==> src/rtl/div_seq_pkg.sv <==
// Shared op codes, step count, state encoding and sign helper for the sequential divider.
package div_seq_pkg;

   localparam logic [7:0] EXE_MULT_OP  = 8'b00011000;
   localparam logic [7:0] EXE_MULTU_OP = 8'b00011001;
   localparam logic [7:0] EXE_DIV_OP   = 8'b00011010;
   localparam logic [7:0] EXE_DIVU_OP  = 8'b00011011;

   // Restoring steps per division; the hazard unit sizes its stall window from this.
   localparam int unsigned DIV_CYCLES = 32;

   typedef enum logic [1:0] {
      StIdle,
      StBusy,
      StDone
   } div_state_e;

   // Two's complement negation modulo 2^32 when neg is set.
   function automatic logic [31:0] cond_neg(input logic [31:0] v, input logic neg);
      return neg ? (~v + 32'd1) : v;
   endfunction

endpackage

==> src/rtl/div_step.sv <==
// One combinational radix-2 restoring step: shift {rem,quo} left, subtract divisor if it fits.
module div_step #(
   parameter int unsigned WIDTH = 32
) (
   input  logic [WIDTH-1:0] rem,
   input  logic [WIDTH-1:0] quo,
   input  logic [WIDTH-1:0] divisor,
   output logic [WIDTH-1:0] rem_next,
   output logic [WIDTH-1:0] quo_next
);

   logic [WIDTH:0] rem_sh;
   logic           fits;

   always_comb begin
      rem_sh = {rem, quo[WIDTH-1]};
      fits   = rem_sh >= {1'b0, divisor};
      // When the trial is non-negative the difference is below divisor, so it fits WIDTH bits.
      if (fits) begin
         rem_next = rem_sh[WIDTH-1:0] - divisor;
         quo_next = {quo[WIDTH-2:0], 1'b1};
      end else begin
         rem_next = rem_sh[WIDTH-1:0];
         quo_next = {quo[WIDTH-2:0], 1'b0};
      end
   end

endmodule

==> src/rtl/div_seq.sv <==
// Multi-cycle signed/unsigned 32-bit divider for the execute stage (restoring, one bit per cycle).
// Optional DIV_ZERO_FAST_EN: a zero divisor skips the iteration and completes one cycle after start.
module div_seq
   import div_seq_pkg::*;
#(
   parameter int unsigned WIDTH = 32
) (
   input  logic             clk,
   input  logic             rst,
   input  logic [7:0]       alucontrol,
   input  logic             valid,
   input  logic             flush,
   input  logic [WIDTH-1:0] srca,
   input  logic [WIDTH-1:0] srcb,
   output logic             div_stall,
   output logic             result_valid,
   output logic [WIDTH-1:0] hi_out,
   output logic [WIDTH-1:0] lo_out
);

   localparam logic [5:0] LastStep = 6'(DIV_CYCLES - 1);

   div_state_e       state_q, state_d;
   logic [5:0]       cnt_q, cnt_d;
   logic [WIDTH-1:0] rem_q, rem_d;
   logic [WIDTH-1:0] quo_q, quo_d;
   logic [WIDTH-1:0] dvsr_q, dvsr_d;
   logic [WIDTH-1:0] hi_q, hi_d;
   logic [WIDTH-1:0] lo_q, lo_d;
   logic             qneg_q, qneg_d;
   logic             rneg_q, rneg_d;

   logic             is_div, is_divu, start;
   logic [WIDTH-1:0] abs_a, abs_b;
   logic [WIDTH-1:0] step_rem, step_quo;

   div_step #(
      .WIDTH (WIDTH)
   ) u_div_step (
      .rem      (rem_q),
      .quo      (quo_q),
      .divisor  (dvsr_q),
      .rem_next (step_rem),
      .quo_next (step_quo)
   );

   always_comb begin
      is_div  = (alucontrol == EXE_DIV_OP);
      is_divu = (alucontrol == EXE_DIVU_OP);
      start   = (state_q == StIdle) && valid && !flush && (is_div || is_divu);
      abs_a   = cond_neg(srca, is_div && srca[WIDTH-1]);
      abs_b   = cond_neg(srcb, is_div && srcb[WIDTH-1]);
   end

   always_comb begin
      state_d = state_q;
      cnt_d   = cnt_q;
      rem_d   = rem_q;
      quo_d   = quo_q;
      dvsr_d  = dvsr_q;
      hi_d    = hi_q;
      lo_d    = lo_q;
      qneg_d  = qneg_q;
      rneg_d  = rneg_q;

      unique case (state_q)
         StIdle: begin
            if (start) begin
               rem_d   = '0;
               quo_d   = abs_a;
               dvsr_d  = abs_b;
               qneg_d  = is_div && (srca[WIDTH-1] ^ srcb[WIDTH-1]);
               rneg_d  = is_div && srca[WIDTH-1];
               cnt_d   = '0;
               state_d = StBusy;
`ifdef DIV_ZERO_FAST_EN
               // Same values the full iteration would produce for a zero divisor.
               if (srcb == '0) begin
                  state_d = StDone;
                  hi_d    = srca;
                  lo_d    = (is_div && srca[WIDTH-1]) ? 32'h0000_0001 : 32'hFFFF_FFFF;
               end
`endif
            end
         end
         StBusy: begin
            if (flush) begin
               state_d = StIdle;
            end else begin
               rem_d = step_rem;
               quo_d = step_quo;
               cnt_d = cnt_q + 6'd1;
               if (cnt_q == LastStep) begin
                  state_d = StDone;
                  lo_d    = cond_neg(step_quo, qneg_q);
                  hi_d    = cond_neg(step_rem, rneg_q);
               end
            end
         end
         StDone: begin
            // Always back to idle so the still-resident instruction cannot restart.
            state_d = StIdle;
         end
         default: begin
            state_d = StIdle;
         end
      endcase
   end

   always_comb begin
      div_stall    = start || (state_q == StBusy);
      result_valid = (state_q == StDone) && !flush;
      hi_out       = hi_q;
      lo_out       = lo_q;
   end

   always_ff @(posedge clk) begin
      if (rst) begin
         state_q <= StIdle;
         cnt_q   <= '0;
         rem_q   <= '0;
         quo_q   <= '0;
         dvsr_q  <= '0;
         hi_q    <= '0;
         lo_q    <= '0;
         qneg_q  <= 1'b0;
         rneg_q  <= 1'b0;
      end else begin
         state_q <= state_d;
         cnt_q   <= cnt_d;
         rem_q   <= rem_d;
         quo_q   <= quo_d;
         dvsr_q  <= dvsr_d;
         hi_q    <= hi_d;
         lo_q    <= lo_d;
         qneg_q  <= qneg_d;
         rneg_q  <= rneg_d;
      end
   end

endmodule

==> config.mk <==
export PLATFORM = sky130hd
export DESIGN_NAME = div_seq
export DESIGN_NICKNAME = d
export VERILOG_FILES = /design/src/rtl/div_seq_pkg.sv /design/src/rtl/div_step.sv /design/src/rtl/div_seq.sv
export SDC_FILE = /design/constraint.sdc
export NUM_CORES = 1
export LEC_CHECK = 0
export BUFFER_PORTS_ARGS = -buffer_cell sky130_fd_sc_hd__buf_2
export CAP_MARGIN = 15
export CORE_MARGIN = 2
export CORE_UTILIZATION = 55
export CTS_BUF_LIST = sky130_fd_sc_hd__clkbuf_4 sky130_fd_sc_hd__clkbuf_8
export DETAILED_ROUTE_END_ITERATION = 16
export GPL_TIMING_DRIVEN = 0
export HOLD_SLACK_MARGIN = 0.1
export PLACE_DENSITY = 0.82
export SLEW_MARGIN = 20
export SYNTH_ARGS = -nofsm -noshare
export SYNTH_HDL_FRONTEND = slang
export SYNTH_SLANG_ARGS = --single-unit
export TNS_END_PERCENT = 20
==> constraint.sdc <==
create_clock -name clk -period 6.2 [get_ports clk]
set_clock_uncertainty 0.15 [all_clocks]
set_input_delay 1.86 -clock clk [delete_from_list [all_inputs] [get_ports clk]]
set_output_delay 1.86 -clock clk [all_outputs]
set_load 0.02 [all_outputs]
==> metrics, run 1 <==
status complete, no violations; instance count after placement with tap cells included 1982; number of max-cap violations 0; final period utilization 0.949; drt first-iter violations 1235; initial core utilization 0.555; Highest Clock Rate 170 MHz; arrival time at the worst endpoint 6.14 ns; global-route wire length before repair 59.6 mm; CTS tree yes; type of the setup path with the least slack reg -> reg; H-tree depth reported by CTS 4; GR Util All Layers 0.338; worst reg2reg endpoint hi_out[24]; Logic pwr share 0.097; number of placement rows 53; Antenna Nets Post-Route 0; Routed WL 38.1 mm; clock insertion delay at the later pin of the skew report 0.49 ns; via count 12500; Core Area 20800 um^2; Final HPWL DP 30.3 mm; clock tree sinks 170; reported leakage power 5.27 nW; setup repair after global routing missed its margin yes; buffer depth of the longest clock path 2; sort of element at the start of the critical path flop; hold path depth 2; clock period minus worst slack 5.88 ns; total of warnings raised by yosys 0; filler-free cell count of the finished design 2005; vias in the first global route 11400; Boundary Pins 142; total setup violations reported at the end of the flow 0; WP data required 6.45 ns; Ant. Diodes 0; synthesis-to-layout area growth 12.9%; Worst slew margin 0.307; Post-layout nets 1831; Crit. Startpoint dvsr_q[4]; Critical Path Fanout Max 28; count of flip-flops with a built-in enable after synthesis 0; synthesized net count 1680; Die Height 149 um; worst-case register-to-register setup slack 0.32 ns; DIE WIDTH 149 um; initial antenna violation count 1; final RePlAce weighted congestion 0.978; share of the synthesized area in the top cell type 0.295; via/cell ratio 6.22; Reg2Reg Launch Point dvsr_q[4]; crit path to hi_out[24]; core utilization of the finished layout 0.626; number of cell instances on the worst register-to-register path 20; CTS hold repair buffers 0; clock tree root buffer cell sky130_fd_sc_hd__clkbuf_8; hold slack final 0.304 ns; post-synth cell types 69; final hold vios 0; grt ovf 0; average detailed-routed wire length per instance 19.0 um; total count of max-transition violations in the final report 0; post-synthesis register bit count 170; mean area per synthesized cell 7.37 um^2; fraction of power consumed by the clock network 0.388; Max IR drop VDD 127 uV; top area cells in the synthesized netlist sky130_fd_sc_hd__dfxtp_1, sky130_fd_sc_hd__nor2_1, sky130_fd_sc_hd__xor2_1, sky130_fd_sc_hd__a211oi_1, sky130_fd_sc_hd__a21oi_1; power density of the placed cells 163 nW/um^2; Worst-Margin Slew 1.03 ns; count of input and output buffers 141; kind of end point of the critical path flop; Switching Power 0.586 mW; P_int 1.54 mW; switching part of the total 0.276; full die area 22200 um^2; ys flop type sky130_fd_sc_hd__dfxtp_1; fraction of final layout cells with drive strength greater than 1 0.126; first drt pass iteration count 5; class of the tightest hold or removal check reg -> reg; clock-pin slew on the worst setup and hold paths 0.10 ns; post-detailed-route DRC marker count 0; setup ws final 0.316 ns; share of synthesized area occupied by flip-flops and latches 0.295; Flop pwr share 0.515; Synth async-reset ratio 0; pre-CTS WS -1.53 ns; synthesized instance count 1566; CTS Buf Count 17; Mapped Area 11500 um^2; pin count of the biggest net entering global routing 29; post-synth top area cell sky130_fd_sc_hd__dfxtp_1; Fin Setup TNS 0 ns
-- final cells by class --
cell class | count | area (um^2)
Fill cell | 1937 | 7790
Multi-Input combinational cell | 1240 | 7590
Sequential cell | 170 | 3410
Timing Repair Buffer | 142 | 713
Buffer | 93 | 377
Tap cell | 275 | 344
Clock buffer | 18 | 241
Inverter | 53 | 199
Clock inverter | 14 | 161
-- worst min path at each step --
stage               slack [ns]          to  startpoint
floorplan                 0.28  dvsr_q[18]  dvsr_q[18]
global placement          0.29   hi_out[1]   hi_out[1]
detailed placement        0.29   hi_out[4]   hi_out[4]
CTS                       0.30   hi_out[4]   hi_out[4]
global route              0.32   hi_out[4]   hi_out[4]
finish                    0.30   hi_out[4]   hi_out[4]
-- kinds of logic (layout without fill, tap and decap cells) --
family,Yosys count,after routing,synth area share
buffers and inverters,156,320,0.0517
and+or+nand+nor,602,602,0.245
muxes,21,21,0.0186
adders and majority gates,38,38,0.0418
xor gates and xnor gates,126,126,0.0956
DFF,170,170,0.295
AOI/OAI and AO/OA,453,453,0.253
-- power by group through the flow --
| stage | clock, mW | combinational (mW) | sequential [mW] |
|---|---|---|---|
| 4_1_cts | 0.818 | 0.200 | 1.09 |
| 6_report | 0.824 | 0.206 | 1.09 |
| 3_3_place_gp | 0 | 0.194 | 1.12 |
| 5_1_grt | 0.867 | 0.221 | 1.09 |
| 2_1_floorplan | 0 | 0.117 | 1.12 |
| 3_5_place_dp | 0 | 0.197 | 1.12 |
-- placed cells by master, fill, tap and decap left out, types with 5 or more instances in the layout --
cell                       synthesis  final
sky130_fd_sc_hd__a211oi_1         93     93
sky130_fd_sc_hd__a21o_1           10     10
sky130_fd_sc_hd__a21oi_1         129    127
sky130_fd_sc_hd__a22oi_1           6      6
sky130_fd_sc_hd__a311oi_1         11     11
sky130_fd_sc_hd__a31oi_1          24     24
sky130_fd_sc_hd__and2_1           10     10
sky130_fd_sc_hd__and3_1            8      8
sky130_fd_sc_hd__buf_1            11      9
sky130_fd_sc_hd__buf_2             9    147
sky130_fd_sc_hd__clkbuf_1         83     72
sky130_fd_sc_hd__clkbuf_8          0     17
sky130_fd_sc_hd__dfxtp_1         170    168
sky130_fd_sc_hd__ha_1             37     36
sky130_fd_sc_hd__inv_1            52     52
sky130_fd_sc_hd__mux2i_1          17     16
sky130_fd_sc_hd__nand2_1         148    148
sky130_fd_sc_hd__nand2b_1         14     14
sky130_fd_sc_hd__nand3_1          27     27
sky130_fd_sc_hd__nand4_1          14     14
sky130_fd_sc_hd__nor2_1          231    231
sky130_fd_sc_hd__nor2b_1           8      8
sky130_fd_sc_hd__nor3_1           34     34
sky130_fd_sc_hd__nor4_1           25     25
sky130_fd_sc_hd__o21a_1           10     10
sky130_fd_sc_hd__o21ai_0          83     79
sky130_fd_sc_hd__o22ai_1           6      6
sky130_fd_sc_hd__o31a_1            5      5
sky130_fd_sc_hd__o31ai_1          30     30
sky130_fd_sc_hd__o41ai_1           9      9
sky130_fd_sc_hd__or2_2            11     11
sky130_fd_sc_hd__or3_1            30     30
sky130_fd_sc_hd__or4_1            17     17
sky130_fd_sc_hd__xnor2_1          43     43
sky130_fd_sc_hd__xor2_1           83     83
-- routing by layer --
layer  GRT usage  vias to the layer above  wire length [um]
li1            -                     5957                 -
met1       0.472                     5841             16900
met2       0.539                      593             17300
met3      0.0544                       76              3090
met4       0.100                        0               867
met5           0                        -                 0
-- flip-flops by register name, indices dropped and copies added, names as in the netlist --
signal / flops
qneg_q: 1
quo_q: 32
rem_q: 32
dvsr_q: 32
hi_out: 32
lo_out: 32
cnt_q: 6
rneg_q: 1
state_q: 2
-- cell usage after synthesis (3+ instances only) --
cell type,instances
sky130_fd_sc_hd__or3_1,30
sky130_fd_sc_hd__o211ai_1,4
sky130_fd_sc_hd__nor4_1,25
sky130_fd_sc_hd__o41a_1,3
sky130_fd_sc_hd__inv_1,52
sky130_fd_sc_hd__a22o_1,3
sky130_fd_sc_hd__buf_2,9
sky130_fd_sc_hd__nor3_1,34
sky130_fd_sc_hd__nand2b_1,14
sky130_fd_sc_hd__a311oi_1,11
sky130_fd_sc_hd__a41oi_1,3
sky130_fd_sc_hd__xor2_1,83
sky130_fd_sc_hd__and3_1,8
sky130_fd_sc_hd__or2_2,11
sky130_fd_sc_hd__buf_1,11
sky130_fd_sc_hd__a21o_1,10
sky130_fd_sc_hd__nand3b_1,3
sky130_fd_sc_hd__or3b_2,3
sky130_fd_sc_hd__a22oi_1,6
sky130_fd_sc_hd__mux2i_1,17
sky130_fd_sc_hd__xnor2_1,43
sky130_fd_sc_hd__mux2_2,4
sky130_fd_sc_hd__and4_1,4
sky130_fd_sc_hd__o21ai_0,83
sky130_fd_sc_hd__dfxtp_1,170
sky130_fd_sc_hd__nor2_1,231
sky130_fd_sc_hd__a211oi_1,93
sky130_fd_sc_hd__a21oi_1,129
sky130_fd_sc_hd__nand4_1,14
sky130_fd_sc_hd__a31oi_1,24
sky130_fd_sc_hd__o22ai_1,6
sky130_fd_sc_hd__nor2b_1,8
sky130_fd_sc_hd__and2_1,10
sky130_fd_sc_hd__nor3b_1,3
sky130_fd_sc_hd__or4_1,17
sky130_fd_sc_hd__nand2_1,148
sky130_fd_sc_hd__nand3_1,27
sky130_fd_sc_hd__clkbuf_1,83
sky130_fd_sc_hd__o31a_1,5
sky130_fd_sc_hd__o41ai_1,9
sky130_fd_sc_hd__o21a_1,10
sky130_fd_sc_hd__a221oi_1,4
sky130_fd_sc_hd__ha_1,37
sky130_fd_sc_hd__o31ai_1,30
-- metrics by stage --
stage               total power, mW  instance area [um^2]
floorplan                      1.23                 11500
detailed placement             1.32                 12600
global route                   2.18                 13000
finish                         2.12                 13000
CTS                            2.11                 13000
global placement               1.31                 12600
-- what timing repair did --
| action | in CTS | in global routing |
|---|---|---|
| buffers inserted | 1 | 0 |
| resized for setup | 16 | 9 |
| gates cloned | 0 | 0 |
| pin swaps | 1 | 1 |
| setup endpoints to repair | 15 | 5 |
| hold endpoints to repair | 0 | 0 |
-- worst max-delay path, cell delays in order (launching register included) --
cell and delay (ns):
sky130_fd_sc_hd__dfxtp_1 0.43, sky130_fd_sc_hd__inv_1 0.07, sky130_fd_sc_hd__ha_1 0.26, sky130_fd_sc_hd__buf_2 0.19
sky130_fd_sc_hd__o211ai_1 0.15, sky130_fd_sc_hd__a21o_1 0.21, sky130_fd_sc_hd__a21oi_2 0.26, sky130_fd_sc_hd__o311a_1 0.25
sky130_fd_sc_hd__or2_4 0.21, sky130_fd_sc_hd__buf_8 0.24, sky130_fd_sc_hd__buf_4 0.26, sky130_fd_sc_hd__mux2i_2 0.31
sky130_fd_sc_hd__ha_1 0.25, sky130_fd_sc_hd__or3b_2 0.46, sky130_fd_sc_hd__or4b_2 0.67, sky130_fd_sc_hd__o31a_1 0.26
sky130_fd_sc_hd__clkbuf_1 0.24, sky130_fd_sc_hd__o41ai_4 0.34, sky130_fd_sc_hd__a21boi_2 0.25, sky130_fd_sc_hd__xnor2_1 0.10
sky130_fd_sc_hd__a211oi_1 0.24
(Power assumes the default switching activity.)
==> run 2, diff against run 1 <==
clock period = 5 ns   (was 6.2 ns; I/O delays follow)
==> run 2 against run 1 <==
Combinational power is 36% higher. Cell area is 7.7% higher. Die area stayed put. Via count is 3.6% higher. Sequential cell count stayed put. First-iteration DRC count is 3.0% lower. Utilization is 4.8 points higher. Critical path type unchanged.
==> metrics, run 2 (synthesis gave the netlist of run 1 again) <==
status complete, no violations; power density of the placed cells 191 nW/um^2 (+17%); fraction of final layout cells with drive strength greater than 1 0.202 (+0.0757); cell with the largest stage delay on the worst path sky130_fd_sc_hd__o41a_1; sort of element at the start of the critical path flop; number of max-cap violations 0 (unchanged); setup ws final 0.0505 ns (-0.266 ns); average detailed-routed wire length per instance 19.5 um (+2.6%); total count of max-transition violations in the final report 0 (unchanged); H-tree depth reported by CTS 4 (unchanged); final RePlAce weighted congestion 0.990 (+1.2%); Post-layout nets 1876 (+2.5%); number of placement rows 53 (unchanged); grt ovf 0 (unchanged); kind of end point of the critical path flop; total setup violations reported at the end of the flow 0 (unchanged); arrival time at the worst endpoint 5.18 ns (-0.96 ns); clock tree sinks 170 (unchanged); Sequential Area 3450 um^2 (+1.4%); post-detailed-route DRC marker count 0 (unchanged); DIE WIDTH 149 um (unchanged); class of the tightest hold or removal check reg -> reg; most common cell after layout, fill and taps aside sky130_fd_sc_hd__nor2_1; initial core utilization 0.555 (unchanged); Routed WL 40.0 mm (+4.9%); pin count of the biggest net entering global routing 17 (-41%); Ant. Diodes 0 (unchanged); peak per-stage delay on the critical path 0.56 ns (-0.11 ns); global-route wire length before repair 60.6 mm (+1.7%); Die Height 149 um (unchanged); Core Area 20800 um^2 (unchanged); Fin Setup TNS 0 ns (unchanged); initial antenna violation count 1 (unchanged); final period utilization 0.990 (+0.0409); cell breakdown of the critical path ha_1 > inv_1 > fa_1 > a21o_1 > a311o_1 > a22o_1 > or4_4 > nand3_1 > nand4bb_1 > o41a_1 > or2_4 > or3_1 > or4_1 > o311ai_1; clock-pin slew on the worst setup and hold paths 0.10 ns (about the same); CTS tree yes; # fillers 1783 (-8.0%); clock period minus worst slack 4.95 ns (-0.934 ns); GR Util All Layers 0.346 (+0.00801); Boundary Pins 142 (unchanged); multi-input logic area 8070 um^2 (+6.3%); count of input and output buffers 141 (unchanged); Worst-Margin Slew 1.17 ns (+0.139 ns); reported leakage power 5.69 nW (+8.0%); first drt pass iteration count 6 (+1); Max IR drop VDD 132 uV (+3.7%); via/cell ratio 6.30 (+1.3%); setup repair after global routing missed its margin yes; Worst slew margin 0.214 (-0.0935); drt first-iter violations 1198 (-3.0%); full die area 22200 um^2 (unchanged); synthesis-to-layout area growth 21.6%; core utilization of the finished layout 0.674 (+0.0484); WP data required 5.23 ns (-1.22 ns); final hold vios 0 (unchanged); Final HPWL DP 30.4 mm (+0.40%); CTS Buf Count 17 (unchanged); Critical Path Fanout Max 5 (-82%); buffer depth of the longest clock path 2 (unchanged); Highest Clock Rate 202 MHz (+19%); vias in the first global route 11400 (+0.17%); pre-CTS WS -0.954 ns (+0.572 ns); most frequent cells in the layout sky130_fd_sc_hd__nor2_1, sky130_fd_sc_hd__nand2_1, sky130_fd_sc_hd__buf_2; via count 12900 (+3.6%); Antenna Nets Post-Route 0 (unchanged); clock insertion delay at the later pin of the skew report 0.47 ns (-0.02 ns); clock tree root buffer cell sky130_fd_sc_hd__clkbuf_8; type of the setup path with the least slack reg -> reg
run 2: cell count changes in the layout (fill, tap and decap cells not counted), sizes merged:
cell | previous run | this run
clkinvlp | 4 | 2
bufbuf | 0 | 1
buf | 159 | 205
run 2: per-stage QoR:
stage / instances / cell area (um^2) / hold slack (ns) / total power, mW
after floorplan: 1566 / 11700 / 0.282 / 1.54
after global placement: 1982 / 12800 / 0.288 / 1.63
after detailed placement: 1982 / 12800 / 0.292 / 1.64
after CTS: 2036 / 13700 / 0.305 / 2.66
after global routing: 2050 / 14000 / 0.316 / 2.75
final: 2050 / 14000 / 0.304 / 2.68
run 2: cell type report:
| type | instances | share of cell area |
|---|---|---|
| buffer | 93 | 0.0325 |
| clock buffer | 20 | 0.0187 |
| clock inverter | 12 | 0.0111 |
| inverter | 53 | 0.0147 |
| multi-input combinational | 1240 | 0.575 |
| sequential | 170 | 0.246 |
| tap | 275 | 0.0245 |
| timing repair buffer | 187 | 0.0775 |
run 2: path summary, 6_finish.rpt:
path,to,cells past startpoint,slack [ns],startpoint
max,hi_out[31],14,0.05,dvsr_q[0]
max reg2reg,hi_out[31],14,0.05,dvsr_q[0]
min,hi_out[14],2,0.30,hi_out[14]
min reg2reg,hi_out[14],2,0.30,hi_out[14]
run 2: critical path: cells and delay by family (launching register included):
| family | cells | cell delay [ns] |
|---|---|---|
| AO/OA/AOI/OAI | 5 | 1.52 |
| adder cells (fa/ha/maj) | 2 | 0.67 |
| buffers and inverters | 1 | 0.06 |
| flip-flops | 1 | 0.43 |
| AND/OR/NAND/NOR | 6 | 2.03 |
run 2: where the power goes:
group / switching (mW) / total (mW) / leakage [nW] / internal [mW]
clock network: 0.562 / 1.05 / 0.207 / 0.485
logic: 0.172 / 0.281 / 4.10 / 0.109
registers: 0.00119 / 1.35 / 1.39 / 1.35
total: 0.736 / 2.68 / 5.69 / 1.94
run 2: repair_timing:
action | CTS | global route
buffers inserted | 28 | 17
cloned | 1 | 0
endpoints found under the setup margin | 23 | 21
resized for setup | 93 | 58
hold buffers | 0 | 0
pin swaps | 20 | 27
run 2: per-layer routing:
layer | track usage | vias to the layer above | part of all wire
li1 | - | 6065 | -
met1 | 0.477 | 6043 | 0.43
met2 | 0.540 | 677 | 0.45
met3 | 0.0590 | 126 | 0.083
met4 | 0.137 | 2 | 0.034
met5 | 0 | - | 0.00025
